==> config.mk <==
export PLATFORM = sky130hd
export DESIGN_NAME = vga_timing_gen
export DESIGN_NICKNAME = d
export VERILOG_FILES = /design/src/rtl/vga_timing_pkg.sv /design/src/rtl/sync_delay.sv /design/src/rtl/vga_timing_gen.sv
export SDC_FILE = /design/constraint.sdc
export NUM_CORES = 1
export LEC_CHECK = 0
export BUFFER_PORTS_ARGS = -buffer_cell sky130_fd_sc_hd__buf_2
export CAP_MARGIN = 10
export CORE_UTILIZATION = 35
export DETAILED_ROUTE_END_ITERATION = 10
export HOLD_SLACK_MARGIN = 0.08
export SLEW_MARGIN = 0
export SYNTH_ARGS = -nofsm -noshare
export SYNTH_HDL_FRONTEND = slang
export SYNTH_HIERARCHICAL = 1
export SYNTH_SLANG_ARGS = --single-unit
==> constraint.sdc <==
create_clock -name vga_clk -period 3.5 [get_ports vga_clk]
set_input_delay 0.35 -clock vga_clk [delete_from_list [all_inputs] [get_ports vga_clk]]
set_output_delay 0.35 -clock vga_clk [all_outputs]
set_load 0.05 [all_outputs]
==> src/rtl/vga_timing_pkg.sv <==
`default_nettype none
// ============================================================================
// Module   : vga_timing_pkg
// Brief    : Shared 640x480@60 raster constants, coordinate type and helper.
// Revision : 1.0 - initial release
// ============================================================================
package vga_timing_pkg;

    localparam int c_h_visible = 640;
    localparam int c_h_front   = 16;
    localparam int c_h_sync    = 96;
    localparam int c_h_back    = 48;
    localparam int c_h_total   = c_h_visible + c_h_front + c_h_sync + c_h_back;

    localparam int c_v_visible = 480;
    localparam int c_v_front   = 10;
    localparam int c_v_sync    = 2;
    localparam int c_v_back    = 33;
    localparam int c_v_total   = c_v_visible + c_v_front + c_v_sync + c_v_back;

    // Sync windows are half-open: [start, end)
    localparam int c_h_sync_start = c_h_visible + c_h_front;
    localparam int c_h_sync_end   = c_h_sync_start + c_h_sync;
    localparam int c_v_sync_start = c_v_visible + c_v_front;
    localparam int c_v_sync_end   = c_v_sync_start + c_v_sync;

    localparam int c_coord_w = 10;
    typedef logic [c_coord_w-1:0] coord_t;

    // Widening to int keeps window limits of up to 1024 representable.
    function automatic logic in_window(coord_t v, int lo, int hi);
        return (int'(v) >= lo) && (int'(v) < hi);
    endfunction

endpackage
`default_nettype wire

==> src/rtl/sync_delay.sv <==
`default_nettype none
// ============================================================================
// Module   : sync_delay
// Brief    : Parameterized-depth shift line for sync signals, resets to 1.
// Revision : 1.0 - initial release
// ============================================================================
module sync_delay #(
    parameter int DEPTH = 1
) (
    input  logic clk,
    input  logic rst_n,
    input  logic i_d,
    output logic o_q
);

    generate
        if (DEPTH == 0) begin : g_wire
            logic w_unused;
            assign w_unused = &{1'b0, clk, rst_n};
            assign o_q      = i_d;
        end else begin : g_shift
            logic [DEPTH-1:0] r_stages;

            always_ff @(posedge clk or negedge rst_n) begin
                if (!rst_n) begin
                    r_stages <= '1;
                end else begin
                    r_stages[0] <= i_d;
                    for (int i = 1; i < DEPTH; i++) begin
                        r_stages[i] <= r_stages[i-1];
                    end
                end
            end

            assign o_q = r_stages[DEPTH-1];
        end
    endgenerate

endmodule
`default_nettype wire

==> src/rtl/vga_timing_gen.sv <==
`default_nettype none
// ============================================================================
// Module   : vga_timing_gen
// Brief    : Raster counters, blanking, delayed hs/vs and frame markers.
// Revision : 1.0 - initial release
// ============================================================================
module vga_timing_gen
    import vga_timing_pkg::*;
#(
    parameter int H_VISIBLE  = c_h_visible,
    parameter int H_FRONT    = c_h_front,
    parameter int H_SYNC     = c_h_sync,
    parameter int H_BACK     = c_h_back,
    parameter int V_VISIBLE  = c_v_visible,
    parameter int V_FRONT    = c_v_front,
    parameter int V_SYNC     = c_v_sync,
    parameter int V_BACK     = c_v_back,
    parameter int PIPE_DELAY = 1
) (
    input  logic        vga_clk,
    input  logic        reset_n,
    output coord_t      DrawX,
    output coord_t      DrawY,
    output logic        blank,
    output logic        hs,
    output logic        vs,
    output logic        line_start,
    output logic        frame_start,
    output logic [15:0] frame_count
);

    localparam int     c_h_tot    = H_VISIBLE + H_FRONT + H_SYNC + H_BACK;
    localparam int     c_v_tot    = V_VISIBLE + V_FRONT + V_SYNC + V_BACK;
    localparam int     c_hs_start = H_VISIBLE + H_FRONT;
    localparam int     c_hs_end   = c_hs_start + H_SYNC;
    localparam int     c_vs_start = V_VISIBLE + V_FRONT;
    localparam int     c_vs_end   = c_vs_start + V_SYNC;
    localparam coord_t c_h_last   = coord_t'(c_h_tot - 1);
    localparam coord_t c_v_last   = coord_t'(c_v_tot - 1);

    generate
        if (c_h_tot < 1 || c_h_tot > 1024) begin : g_chk_h_total
            $error("vga_timing_gen: H_TOTAL must be in 1..1024");
        end
        if (c_v_tot < 1 || c_v_tot > 1024) begin : g_chk_v_total
            $error("vga_timing_gen: V_TOTAL must be in 1..1024");
        end
        if (PIPE_DELAY < 0 || PIPE_DELAY > 3) begin : g_chk_pipe
            $error("vga_timing_gen: PIPE_DELAY must be in 0..3");
        end
    endgenerate

    coord_t      r_hc;
    coord_t      r_vc;
    logic        r_blank;
    logic        r_hsync;
    logic        r_vsync;
    logic        r_line_start;
    logic        r_frame_start;
    logic [15:0] r_frame_count;

    coord_t w_hc_next;
    coord_t w_vc_next;
    logic   w_blank_next;
    logic   w_hsync_next;
    logic   w_vsync_next;
    logic   w_line_start_next;
    logic   w_frame_start_next;

    always_comb begin
        w_hc_next = r_hc + coord_t'(1);
        w_vc_next = r_vc;
        if (r_hc == c_h_last) begin
            w_hc_next = '0;
            w_vc_next = (r_vc == c_v_last) ? '0 : r_vc + coord_t'(1);
        end
    end

    // Flags are decoded from the next-state counts so they line up with DrawX/DrawY.
    assign w_blank_next       = in_window(w_hc_next, 0, H_VISIBLE) &&
                                in_window(w_vc_next, 0, V_VISIBLE);
    assign w_hsync_next       = ~in_window(w_hc_next, c_hs_start, c_hs_end);
    assign w_vsync_next       = ~in_window(w_vc_next, c_vs_start, c_vs_end);
    assign w_line_start_next  = (w_hc_next == '0);
    assign w_frame_start_next = w_line_start_next && (w_vc_next == '0);

    always_ff @(posedge vga_clk or negedge reset_n) begin
        if (!reset_n) begin
            r_hc          <= c_h_last;
            r_vc          <= c_v_last;
            r_blank       <= 1'b0;
            r_hsync       <= 1'b1;
            r_vsync       <= 1'b1;
            r_line_start  <= 1'b0;
            r_frame_start <= 1'b0;
            r_frame_count <= '0;
        end else begin
            r_hc          <= w_hc_next;
            r_vc          <= w_vc_next;
            r_blank       <= w_blank_next;
            r_hsync       <= w_hsync_next;
            r_vsync       <= w_vsync_next;
            r_line_start  <= w_line_start_next;
            r_frame_start <= w_frame_start_next;
            if (w_frame_start_next) begin
                r_frame_count <= r_frame_count + 16'd1;
            end
        end
    end

    // Extra sync latency matches the drawers' registered RGB path.
    sync_delay #(.DEPTH(PIPE_DELAY)) u_hs_delay (
        .clk   (vga_clk),
        .rst_n (reset_n),
        .i_d   (r_hsync),
        .o_q   (hs)
    );

    sync_delay #(.DEPTH(PIPE_DELAY)) u_vs_delay (
        .clk   (vga_clk),
        .rst_n (reset_n),
        .i_d   (r_vsync),
        .o_q   (vs)
    );

    assign DrawX       = r_hc;
    assign DrawY       = r_vc;
    assign blank       = r_blank;
    assign line_start  = r_line_start;
    assign frame_start = r_frame_start;
    assign frame_count = r_frame_count;

endmodule
`default_nettype wire

==> After elaboration in Yosys (flattened, before gate mapping) <==
Cells that the tools add are included.
{ "word_totals": {"register_bits": 43, "word_cells": 32} }
{ "op_classes": {"n_addsub": 3, "n_lt_le_gt_ge": 6, "eq_ne": 2, "muxes": 3, "bitwise": 2, "n_reduce_logical": 6} }
{ "op_table": {"columns": ["op", "n"], "rows": [
  ["two-way mux 10 bit", 3],
  ["adder 10 x 1 -> 10 bit, second input constant", 2],
  ["== test 10 bit, second input constant", 2],
  ["logical NOT 10 bit", 2],
  ["less-than comparator 10 bit, second input constant", 2],
  ["less-than comparator 10 x 9 -> 1 bit, second input constant", 2],
  ["adder 16 x 1 -> 16 bit, second input constant", 1],
  ["greater-or-equal comparator 10 bit, second input constant", 1],
  ["greater-or-equal comparator 10 x 9 -> 1 bit, second input constant", 1],
  ["logical AND 1 bit", 4],
  ["inverter 1 bit", 2]
]} }

==> Longest topological paths before layout <==
{ "logic_depth": {"ltp_word": 6, "ltp_mapped": 11} }

==> Hierarchy <==
The synthesis kept the hierarchy.
{ "modules_own_cells": {"columns": ["mod", "instances", "cells_per_inst", "area_each_um2", "seq_area_each_um2"], "rows": [
  ["vga_timing_gen", 1, 241, 2414.8, 1041.0],
  ["sync_delay", 2, 1, 26.3, 26.3]
]} }

==> Worst setup path after synthesis <==
No wires, ideal clock.
{ "synth_path": {"path_kind": "reg-to-reg", "start": "reg r_hc[6], in the netlist DrawX[6]", "end": "reg r_frame_count[5], in the netlist frame_count[5]", "arrival_ns": 2.920, "required_time_ns": 3.418, "slack_ns": 0.498, "path_stages_with_launch": 10, "period_less_slack_ns": 3.002, "cell_sequence": "dfrtp_1 buf_2 or4b_4 nor4_1 mux2i_1 o211a_2 o211ai_2 buf_4 nor4_2 xor2_1"} }
{ "synth_between": {"elab_chain_len": 4, "word_cells_on_any_way": 7} }
{ "synth_rtl": {"columns": ["item", "line", "rtl"], "rows": [
  ["from (decl)", "vga_timing_gen.sv:53", "coord_t r_hc;"],
  ["from (signal assigned)", "vga_timing_gen.sv:89", "r_hc <= c_h_last;"],
  ["from (signal assigned)", "vga_timing_gen.sv:98", "r_hc <= w_hc_next;"],
  ["adder 10 x 1 -> 10 bit or == test 10 bit (tied branches)", "vga_timing_gen.sv:71, vga_timing_gen.sv:73", null],
  ["two-way mux 10 bit", "vga_timing_gen.sv:73", "if (r_hc == c_h_last) begin"],
  ["logical NOT 10 bit (on tied branches)", "vga_timing_gen.sv:84, vga_timing_gen.sv:85", null],
  ["logical AND 1 bit *", "vga_timing_gen.sv:85", "assign w_frame_start_next = w_line_start_next && (w_vc_next == '0);"],
  ["to (signal assigned)", "vga_timing_gen.sv:106", "r_frame_count <= r_frame_count + 16'd1;"],
  ["to (decl)", "vga_timing_gen.sv:60", "logic [15:0] r_frame_count;"]
]} }
Every way passes the cells marked *; elsewhere a longest branch is shown, timed or not.
A chain may end at the register's enable or synchronous reset.

==> Final worst setup path <==
{ "layout_path": {"start": "reg r_hc[0], in the netlist DrawX[0]", "end": "reg r_frame_count[1], in the netlist frame_count[1]"} }
Same word-level chain as after synthesis.

==> impl_metrics.yaml <==
final_layout:
  diodes: 0
  layout-drive-gt1-share: 0.285
  final_cell_mix: "buf_2 (42), dfrtp_1 (29), nand3_1 (20), nand2_1 (19)"
  layout_commonest_cell: "buf_2"
  fin_nets: 290
  stdcell_area_mm2: 0.00285
  utilization: 0.420
  multiInputGateArea_mm2: 0.00129
  fillerInstances: 674
  syn_to_final_growth_pct: 15.6
  regArea_mm2: 0.00109
clocking:
  cts.htree.levels: 2
  clk_pin_slew_ps: 90
  cts_max_path_buffers: 2
  cts_tree: "built"
  cts_buffers: 5
  clk_latency_ps: 300
  cts_sinks: 43
  cts_hold_buf: 0
  root_buffer: "clkbuf_8"
critical_path:
  regToRegStartpoint: "DrawX[0]"
  critPathKind: "flip-flop to flip-flop"
  cp-start-kind: "flip-flop"
  required_ps: 3690
  startpoint: "DrawX[0]"
  crit_path_max_fanout: 15
  arrival_ps: 3290
  worst_setup_path_end_kind: "flip-flop"
timing:
  timing.setup.tns_ps: 0
  tightest_slew_ps: 997
  slew_viol_final: 0
  fin_crit_ps: 3090
  max_freq_mhz: 323
  period_share: 0.884
  setup_violations: 0
  timing_hold_violations_final: 0
  grt_setup_unrepaired: "false"
  finalClockSkew_ps: 4.86
  relSlewSlack: 0.336
floorplanning:
  dieWidth_um: 86.0
  coreArea_mm2: 0.00679
  die-area_mm2: 0.00739
  start_util: 0.363
  ios: 43
  rows: 30
  die_y_um: 86.0
detailed_routing:
  drt_iter0_drc: 122
  vias: 1952
  wl_per_cell_um: 14.4
  route.met2.wl_um: 2480
  wl_met1_um: 2680
  highest_layer: "met4"
  wl_um: 5470
  ant_nets: 0
  vias_per_cell: 5.14
  firstDrtPassIters: 4
  drc_errors: 0
  wl_met3_um: 202
global_routing:
  grt_pass1_wl_um: 9430
  grt_max_degree: 44
  track_usage: 0.162
  first_global_vias: 1836
  antenna_found_initial: 0
  grt-ovfl-total: 0
status:
  status: "complete, no violations"
power:
  power_density_mw_per_mm2: 292
  p_leak_nw: 1.21
  ir_drop_mv: 0.118
place:
  port_buffers: 42
  hpwlAfterDp_um: 3890
  gp_congestion: 0.853
  placed_cell_area_mm2: 0.00276
synth:
  synth_cell_types: 55
  syn-instance-count: 243
  synthFlopType: "dfrtp_1"
  synth.yosys.seq_area_share: 0.443
  syn_area_mm2: 0.00247
  synth_edf_count: 0
  synth_fp_nets: 250
  yosys_warnings: 6
  synthArstFlopShare: 1.00
  synth-seq-cells: 43
  synth_area_per_cell_um2: 10.2
run:
  drv_cap: 0
worst_hold_path:
  worstHoldPathType: "primary input to async pin"
[layer usage]
metal  up-vias  track usage
met2        42        0.241
met1       947        0.236
met3         9       0.0289
li1        954            -
met4         0       0.0576
met5         -            0
[worst max-delay path, stage by stage, from the launching register on]
cell and delay [ps]:
dfstp_2 590, ha_1 280, nand4_1 290, nor4_1 420, mux2i_1 370, o211a_2 270, o211ai_4 190, nor2_1 250
mux2_1 330
[synth_stat cells, types with 2 or more instances]
master | n | share of area
clkbuf_1 | 5 | 0.0076
nor4_1 | 7 | 0.018
and3_1 | 5 | 0.013
a2bb2oi_1 | 2 | 0.0071
xnor2_1 | 13 | 0.046
nand2_1 | 19 | 0.029
and2_1 | 6 | 0.015
nor3_1 | 9 | 0.018
nand2b_1 | 3 | 0.0076
buf_2 | 4 | 0.0081
a41oi_1 | 2 | 0.0071
nor4bb_1 | 2 | 0.0081
nor4_2 | 4 | 0.020
o21ai_0 | 10 | 0.020
nand4_1 | 9 | 0.023
xor2_1 | 15 | 0.053
o21a_1 | 2 | 0.0061
nor2_1 | 15 | 0.023
inv_1 | 9 | 0.014
ha_1 | 5 | 0.025
dfrtp_1 | 29 | 0.29
o31ai_1 | 3 | 0.0091
nand3_1 | 20 | 0.041
dfstp_2 | 14 | 0.15
[worst paths after layout]
path,depth (start not counted),end,slack (ps)
max reg2reg,8,frame_count[1],410
max,8,frame_count[1],410
min in group vga_clk,0,u_hs_delay/o_q,360
min reg2reg,0,u_hs_delay/o_q,360
min,1,frame_count[15],210
max in group asynchronous,1,DrawY[4],2680
[sequential cells by signal, summed over array words and instances (netlist names)]
| register | flops |
|---|---|
| DrawX | 10 |
| DrawY | 10 |
| blank | 1 |
| frame_count | 16 |
| frame_start | 1 |
| line_start | 1 |
| r_hsync | 1 |
| r_vsync | 1 |
| u_hs_delay/o_q | 1 |
| u_vs_delay/o_q | 1 |
[cells by family after synthesis]
family	Yosys count	share of synthesized area
xor+xnor	28	0.0994
flops	43	0.443
simple gates	112	0.284
compound gates	32	0.101
buf+inv	21	0.0385
mux	2	0.00862
fa+ha+maj	5	0.0254
[metrics by stage]
step	hold WS, ps	instances	setup WS (ps)	total power [W]
final	211	380	407	0.000832
after detailed placement	347	372	267	0.000517
after global routing	283	380	165	0.000862
after CTS	231	380	255	0.000844
after global placement	347	372	384	0.000517
after floorplan	54.4	243	498	0.000507
[where the power goes]
part           internal [W]  switching, W  leakage, nW
sequential         0.000497             0        0.541
combinational   0.000000405    0.00000968        0.626
clock              0.000139      0.000186       0.0402
[area by class of cell]
cell class,count,share of cell area
multi-input cells,179,0.451
flip-flops and latches,43,0.383
repair buffers,44,0.0789
well taps,96,0.0421
clock buffers,5,0.0241
inverters,10,0.0132
clock inverters,3,0.00702
[timing repair]
| item | in CTS | in global routing |
|---|---|---|
| setup endpoints to repair | 0 | 2 |
| gates resized for setup | 0 | 1 |
| buffers inserted | 0 | 0 |
| endpoints found under the hold margin | 0 | 0 |
No activity file was read; power rests on OpenSTA's default activity.
